`config.mk`:
```
export PLATFORM = sky130hd
export DESIGN_NAME = hazard_fwd_unit
export DESIGN_NICKNAME = d
export VERILOG_FILES = /design/src/rtl/pipe_pkg.sv /design/src/rtl/fwd_select.sv /design/src/rtl/hazard_fwd_unit.sv
export SDC_FILE = /design/constraint.sdc
export NUM_CORES = 1
export LEC_CHECK = 0
export CAP_MARGIN = 0
export CORE_MARGIN = 10
export CORE_UTILIZATION = 44
export CTS_BUF_LIST = sky130_fd_sc_hd__clkbuf_2 sky130_fd_sc_hd__clkbuf_4 sky130_fd_sc_hd__clkbuf_8
export CTS_CLUSTER_SIZE = 40
export DETAILED_ROUTE_END_ITERATION = 12
export GPL_TIMING_DRIVEN = 0
export PLACE_DENSITY = 0.77
export SYNTH_ARGS = -nofsm -noshare
export SYNTH_HDL_FRONTEND = slang
export SYNTH_SLANG_ARGS = --single-unit
```
`constraint.sdc`:
```
create_clock -name clk -period 2.58 [get_ports clk]
set_input_delay 0.258 -clock clk [delete_from_list [all_inputs] [get_ports clk]]
set_output_delay 0.258 -clock clk [all_outputs]
set_load 0.01 [all_outputs]
```
`src/rtl/pipe_pkg.sv`:
```
// ---------------------------------------------------------------------------
// pipe_pkg
//
// Shared definitions for the 5-stage pipeline control path:
//   FWD_REG / FWD_WB / FWD_MEM : encodings of the EX operand forwarding
//                                mux selects (also used by the mux itself)
//   REG_ZERO                   : index of the hardwired-zero register
//   stage_rec_t                : full control record tracked for EX
//   wr_rec_t                   : reduced write-back record tracked for MEM/WB
//   rec_writes()               : does a write record produce a usable value
//                                for the given source register index
// ---------------------------------------------------------------------------
package pipe_pkg;

    localparam int unsigned REG_W = 5;

    localparam logic [1:0] FWD_REG = 2'b00;
    localparam logic [1:0] FWD_WB  = 2'b01;
    localparam logic [1:0] FWD_MEM = 2'b10;

    localparam logic [REG_W-1:0] REG_ZERO = 5'd0;

    // Control record of the instruction currently in EX.
    typedef struct packed {
        logic             valid;
        logic             regwrite;
        logic             memread;
        logic [REG_W-1:0] dst;
        logic [REG_W-1:0] rs;
        logic [REG_W-1:0] rt;
    } stage_rec_t;

    // Once an instruction leaves EX only its register write matters:
    // memread is intentionally dropped, so a load in MEM never stalls.
    typedef struct packed {
        logic             valid;
        logic             regwrite;
        logic [REG_W-1:0] dst;
    } wr_rec_t;

    // A record can supply a source only if it is a live register write to
    // the same, nonzero index. $0 is never forwarded even if some record
    // claims to write it.
    function automatic logic rec_writes(input wr_rec_t rec,
                                        input logic [REG_W-1:0] src);
        return rec.valid && rec.regwrite &&
               (rec.dst != REG_ZERO) && (rec.dst == src);
    endfunction

endpackage

```
`src/rtl/fwd_select.sv`:
```
// ---------------------------------------------------------------------------
// fwd_select
//
// Combinational forwarding select for one EX source operand.
//   src      in  5 : source register index of the EX instruction
//   mem_rec  in    : write record of the instruction in MEM
//   wb_rec   in    : write record of the instruction in WB
//   fwd_sel  out 2 : FWD_MEM, FWD_WB or FWD_REG (11 is never produced)
//
// MEM is checked first: it holds the younger of the two writers, so its
// result is the architecturally current value of the register.
// ---------------------------------------------------------------------------
module fwd_select
    import pipe_pkg::*;
(
    input  logic [REG_W-1:0] src,
    input  wr_rec_t          mem_rec,
    input  wr_rec_t          wb_rec,
    output logic [1:0]       fwd_sel
);

    always_comb begin
        fwd_sel = FWD_REG;
        if (rec_writes(mem_rec, src)) begin
            fwd_sel = FWD_MEM;
        end else if (rec_writes(wb_rec, src)) begin
            fwd_sel = FWD_WB;
        end
    end

endmodule

```
`src/rtl/hazard_fwd_unit.sv`:
```
// ---------------------------------------------------------------------------
// hazard_fwd_unit
//
// Hazard and forwarding controller for the 5-stage pipeline. Mirrors the
// ID/EX -> EX/MEM -> MEM/WB registers for control purposes only.
//
// Ports:
//   clk          in  1 : pipeline clock, rising edge
//   rst          in  1 : synchronous active-high reset, clears all records
//   rs_id        in  5 : rs field of the ID instruction
//   rt_id        in  5 : rt field of the ID instruction
//   dst_id       in  5 : destination of the ID instruction (after RegDst)
//   regwrite_id  in  1 : ID instruction writes the register file
//   memread_id   in  1 : ID instruction is a load
//   flush        in  1 : taken branch/jump, ID instruction must not enter EX
//   hold         in  1 : global freeze, no record advances
//   forwarda     out 2 : EX operand A select (vs EX.rs)
//   forwardb     out 2 : EX operand B select (vs EX.rt)
//   stall        out 1 : load-use hazard, hold PC and IF/ID, bubble into EX
//
// Interface contract (level-based, no handshake): forwarda/forwardb depend
// only on registered records, so they settle early in the cycle. stall
// additionally depends on rs_id/rt_id from the same cycle. hold takes
// precedence over stall and flush; while held those conditions are simply
// re-evaluated on the next unheld cycle.
// ---------------------------------------------------------------------------
module hazard_fwd_unit
    import pipe_pkg::*;
(
    input  logic             clk,
    input  logic             rst,
    input  logic [REG_W-1:0] rs_id,
    input  logic [REG_W-1:0] rt_id,
    input  logic [REG_W-1:0] dst_id,
    input  logic             regwrite_id,
    input  logic             memread_id,
    input  logic             flush,
    input  logic             hold,
    output logic [1:0]       forwarda,
    output logic [1:0]       forwardb,
    output logic             stall
);

    stage_rec_t ex_q,  ex_d;
    wr_rec_t    mem_q, mem_d;
    wr_rec_t    wb_q,  wb_d;
    logic       stall_c;

    // Load-use detection on raw rs/rt fields. An instruction that does not
    // actually read rt may see a false stall; that only costs one cycle.
    always_comb begin
        stall_c = ex_q.valid && ex_q.memread &&
                  (ex_q.dst != REG_ZERO) &&
                  ((ex_q.dst == rs_id) || (ex_q.dst == rt_id));
    end

    // Record advance. A stall and a flush both just turn the EX slot into a
    // bubble, so their coincidence is indistinguishable from flush alone.
    always_comb begin
        ex_d  = ex_q;
        mem_d = mem_q;
        wb_d  = wb_q;
        if (!hold) begin
            if (stall_c || flush) begin
                ex_d = '0;
            end else begin
                ex_d.valid    = 1'b1;
                ex_d.regwrite = regwrite_id;
                ex_d.memread  = memread_id;
                ex_d.dst      = dst_id;
                ex_d.rs       = rs_id;
                ex_d.rt       = rt_id;
            end
            mem_d.valid    = ex_q.valid;
            mem_d.regwrite = ex_q.regwrite;
            mem_d.dst      = ex_q.dst;
            wb_d           = mem_q;
        end
    end

    always_ff @(posedge clk) begin
        if (rst) begin
            ex_q  <= '0;
            mem_q <= '0;
            wb_q  <= '0;
        end else begin
            ex_q  <= ex_d;
            mem_q <= mem_d;
            wb_q  <= wb_d;
        end
    end

    fwd_select u_fwd_a (
        .src     (ex_q.rs),
        .mem_rec (mem_q),
        .wb_rec  (wb_q),
        .fwd_sel (forwarda)
    );

    fwd_select u_fwd_b (
        .src     (ex_q.rt),
        .mem_rec (mem_q),
        .wb_rec  (wb_q),
        .fwd_sel (forwardb)
    );

    assign stall = stall_c;

endmodule

```
Word-level counts from Yosys, hierarchy flattened. Index checks and enable logic that the tools add are counted.

Eq/ne operators: 6. Multiplexer cells: 5. Reduce and logical (&&, ||, !) cells: 16.

Operators by type and width (number): 5-bit == test (6); 18-bit 2-to-1 mux (1); 5-bit nonzero test (3); 1-bit logical AND (11); 2-bit 2-to-1 mux (2); 1-bit logical OR (2); 1-bit 2-to-1 mux (2).

Flip-flop bits (word level): 32. Bits of input ports: 21. Output and inout port bits: 5. Word-level logic and storage cells: 39.

Longest topological paths before layout. Gate-level depths: netlist (run 1).

Word-level depth: 5. Gate-level depth with buffers: 6. Mapped depth without buffers: 5.

Cells and area by module. Synthesis (run 1) repeated with hierarchy kept, for this count alone.

Cells, all modules: 181. Area, all modules: 1726.7 sq um.

Modules (own cells, without submodules): hazard_fwd_unit (instances 1, cells each 143, area each 1411.4 sq um, seq. area each 640.6 sq um); fwd_select (instances 2, cells each 19, area each 157.7 sq um, seq. area each 0.0 sq um).

Worst setup path after synthesis (run 1). No wires, ideal clock.

Path type: register to output. Start: reg mem_q[1] in the netlist's numbering. End: out forwardb[0]. Arrival time: 1.499 ns. Data required time: 2.322 ns. Setup slack: 0.823 ns. Cell stages (with the launch flop): 5. Buffers on the path: 0. Path through: dfxtp_1 or4_1 o211ai_2 nor4_2 nor4_2.

Longest elaborated chain between the ends: 4. Elaborated cells on any way between the ends: 5. Classes of those cells: eq/ne (1); mux (1); reduce/logical (3).

Ends and longest elaborated chain: from (decl) (line hazard_fwd_unit.sv:45) `wr_rec_t mem_q, mem_d;`; from (signal assigned) (line hazard_fwd_unit.sv:88) `mem_q <= mem_d;`; 5-bit nonzero test (line pipe_pkg.sv:47) `(rec.dst != REG_ZERO) && (rec.dst == src);`; 1-bit logical AND (line pipe_pkg.sv:46) `return rec.valid && rec.regwrite &&`; 1-bit logical AND * (line pipe_pkg.sv:47); 2-bit 2-to-1 mux * (line fwd_select.sv:24) `if (rec_writes(mem_rec, src)) begin`; to (decl) (line hazard_fwd_unit.sv:40) `output logic [1:0] forwardb,`.

Mark *: on every way between the ends. The rest lies on a longest branch, timed or not.

Worst setup path after layout (run 1).
Start: reg ex_q[10] in the netlist's numbering. End: out stall.

Longest elaborated chain between the ends: 3. Elaborated cells on any way between the ends: 6. Classes of those cells: eq/ne (2); reduce/logical (4).

Ends and longest elaborated chain: from (decl) (line hazard_fwd_unit.sv:44) `stage_rec_t ex_q, ex_d;`; from (signal assigned) (line hazard_fwd_unit.sv:83) `ex_q <= '0;`; from (signal assigned) (line hazard_fwd_unit.sv:87) `ex_q <= ex_d;`; 5-bit == test or 5-bit nonzero test (tied branches) (line hazard_fwd_unit.sv:54, hazard_fwd_unit.sv:53); 1-bit logical OR or 1-bit logical AND (tied branches) (line hazard_fwd_unit.sv:54, hazard_fwd_unit.sv:52); 1-bit logical AND * (line hazard_fwd_unit.sv:53) `(ex_q.dst != REG_ZERO) &&`; to (decl) (line hazard_fwd_unit.sv:41) `output logic stall`.

Marks and branches as above.

==> results of run 1 <==
## worst max-delay path, delay by kind of cell, from the launching register on
| family | cells | cell delay (ns) |
|---|---|---|
| xor+xnor | 1 | 0.11 |
| simple gates | 2 | 0.38 |
| compound gates | 1 | 0.23 |
| flops | 1 | 0.49 |
| buf+inv | 2 | 0.72 |
## synthesized netlist by cell type
master	instances
dfxtp_1	32
nand2_1	18
o22ai_1	18
xor2_1	18
nand3b_1	17
nor2_1	16
mux2i_1	14
xnor2_1	12
clkbuf_1	8
nand3_1	5
nor3_1	4
or4_1	4
nor4_2	2
o211ai_2	2
a21oi_2	1
buf_2	1
buf_6	1
nor4_1	1
o211ai_1	1
or3_1	1
## per-stage QoR
stage / setup TNS (ns) / instances / util [%] / instance area, µm²
final: 0 / 256 / 58.85 / 2026
after global routing: -0.003566 / 256 / 58.85 / 2026
after CTS: -0.01877 / 254 / 58.34 / 2008
after detailed placement: -0.1132 / 246 / 55.47 / 1909
after global placement: -0.1208 / 246 / 55.47 / 1909
after floorplan: 0 / 176 / - / 1612
## layout make-up
type	count	area share (%)
Timing Repair Buffer	26	12.66
Tap cell	46	2.841
Multi-Input combinational cell	134	46.02
Clock buffer	6	4.077
Clock inverter	2	0.4941
Buffer	10	2.285
Sequential cell	32	31.62
## what timing repair did
item	in CTS	in global routing
gates resized for setup	2	1
setup buffers	0	2
hold buffers	0	0
setup endpoints to repair	2	2
gates cloned	0	0
pin swaps	0	1
## cells by family (layout without fill, tap and decap cells)
family                 after synthesis  after routing  synth area share, %
AO/OA/AOI/OAI                       22             22                9.550
flip-flops                          32             32                39.75
buffers and inverters               10             44                2.872
multiplexers                        14             14                8.695
XOR/XNOR                            30             30                16.30
AND/OR/NAND/NOR                     68             68                22.83
## sequential cells by signal, summed over array words and instances (netlist names)
signal,count
mem_q,7
ex_q,18
wb_q,7
## how the worst min path moves through the flow
| stage | start | end | slack [ns] | depth (start not counted) |
|---|---|---|---|---|
| detailed placement | ex_q[16]$_SDFFE_PP0N_ | ex_q[16]$_SDFFE_PP0N_ | 0.47 | 2 |
| global placement | ex_q[16]$_SDFFE_PP0N_ | ex_q[16]$_SDFFE_PP0N_ | 0.47 | 2 |
| floorplan | rt_id[0] | ex_q[0]$_SDFFE_PP0N_ | 0.43 | 2 |
| CTS | ex_q[16]$_SDFFE_PP0N_ | ex_q[16]$_SDFFE_PP0N_ | 0.48 | 2 |
| finish | ex_q[16]$_SDFFE_PP0N_ | ex_q[16]$_SDFFE_PP0N_ | 0.48 | 2 |
| global route | ex_q[16]$_SDFFE_PP0N_ | ex_q[16]$_SDFFE_PP0N_ | 0.50 | 2 |
## power groups by stage
stage / sequential (mW) / combinational, mW / clock [mW]
global route: 0.532 / 0.138 / 0.424
CTS: 0.529 / 0.124 / 0.401
finish: 0.530 / 0.124 / 0.397
floorplan: 0.534 / 0.0753 / 0
detailed placement: 0.541 / 0.123 / 0
global placement: 0.540 / 0.122 / 0
## cells in the final DEF, fill, tap and decap left out, drive strengths merged
master	netlist	final
clkdlybuf4s50	0	22
clkinv	0	2
dfxtp	32	32
nor4	3	3
dlygate4sd2	0	1
nand2	18	18
clkbuf	8	14
nand3	5	5
nor2	16	16
nand3b	17	17
or4	4	4
o211ai	3	3
nor3	4	4
xor2	18	18
mux2i	14	14
dlymetal6s2s	0	1
buf	2	4
a21oi	1	1
xnor2	12	12
or3	1	1
o22ai	18	18
## routing by layer
layer | vias to the layer above | global-route usage (%) | wire length, µm
met3 | 6 | 5.234 | 252
met2 | 34 | 19.51 | 1784
met4 | 0 | 3.697 | 43
li1 | 685 | - | -
met5 | - | 0 | 0
met1 | 637 | 16.92 | 1823
==> run summary, run 1 <==
Worst VDD drop -> 225.2 µV
Setup Skew -> 0.005767 ns
Min cycle time layout -> 2.452 ns
Slew at the pin closest to its max-slew limit -> 0.6538 ns
Power Dens Cells -> 518.7 nW/µm²
CP Class -> reg -> out
Multi-input gate area -> 932.1 µm²
Clock Power Share -> 37.8%
Worst hold margin -> 0.4767 ns
Sw Share -> 24.92%
Die H -> 80.52 µm
Initial antenna violation count -> 0
Drt via density -> 5.320
Root buffer cell -> clkbuf_8
Initial DRC Count -> 94
Vias -> 1362
Worst Hold Class -> reg -> reg
Post-Synthesis Cells -> 176
CP endpoint kind -> output port
I/O Buffers -> 24
Routability cong. -> 0.8955
Vias in the first global route -> 1358
Pin count of the biggest net entering global routing -> 11
Max stage delay on crit path -> 0.55 ns
Pre-CTS setup slack -> -0.1132 ns
CTS Buf Count -> 5
CP required -> 2.32 ns
Internal -> 788.9 µW
Largest area contributor in the netlist -> dfxtp_1
Total power -> 1.051 mW
Crit path launch type -> register
Layout fillers -> 326
Core ar. -> 3442 µm²
Switching power -> 261.8 µW
Final antenna-violating net count -> 0
Fin crit share -> 95.04%
Pleak -> 0.8430 nW
Starting density of the core -> 46.82%
Seq/Total Area, Yosys -> 39.75%
F_max -> 407.8 MHz
Initial DRT Pass Iterations -> 6
Syn_area_per_cell -> 9.157 µm²
Total grt overflow -> 0
Endpoints failing setup -> 0
Crit path to -> stall
Synth unique cells -> 20
Crit path from -> ex_q[10]$_SDFFE_PP0N_
Seq pwr share -> 50.4%
Global-route wire length before repair -> 6755 µm
DRC viols -> 0
Crit path arrival time -> 2.19 ns
Status -> complete, no violations
Slew Viols, Final -> 0
Reg2reg end -> ex_q[7]$_SDFFE_PP0N_
Reg-to-reg startpoint -> ex_q[10]$_SDFFE_PP0N_
Yosys reg bits -> 32
H-tree depth -> 2
Largest cells by area after synthesis -> dfxtp_1 40%, xor2_1 9.8%, mux2i_1 8.7%, nand3b_1 7.9%, o22ai_1 7.0%
Routed wire per std cell -> 15.25 µm
R2R depth -> 6
Logic gate share of total power -> 11.8%
Max-cap violations -> 0
Synth top area share -> 39.75%
CTS tree -> yes
Synth warn -> 0
Rows -> 21
Syn_nets -> 197
IO Count -> 26
Critical-path top delay cell -> clkdlybuf4s50_1
N_diodes -> 0
WL final -> 3903 µm
Area grow syn2layout -> 25.70%
Max_slew headroom -> 56.25%
Netlist Area Pre-Place -> 1612 µm²
Layout cell share with drive strength beyond 1 -> 8.095%
Fin nets -> 230
Register-to-register setup slack -> 1.01 ns
Worst path cell trace -> xor2_1, nor3_1, nand3_1, a21oi_4, buf_6, clkdlybuf4s50_1
Worst skew pair latency -> 0.28 ns
Hpwl dp -> 2904 µm
Overall die width -> 80.52 µm
Final number of hold-violating endpoints -> 0
Sink Count -> 32
CP Max Fanout -> 10
Worst setup margin -> 0.1280 ns
Register area -> 640.6 µm²
Worst-path clk slew -> 0.07 ns
Die area -> 6483 µm²
GRT Util Overall -> 13.11%
Max Root-Sink Buffers -> 2
(Power assumes the default switching activity.)
==> inputs of run 2 (changes only) <==
HOLD_SLACK_MARGIN = 0.08   (was default)
==> results of run 2 <==
Same layout as run 1: the final DEF is identical, and so are final timing and power.
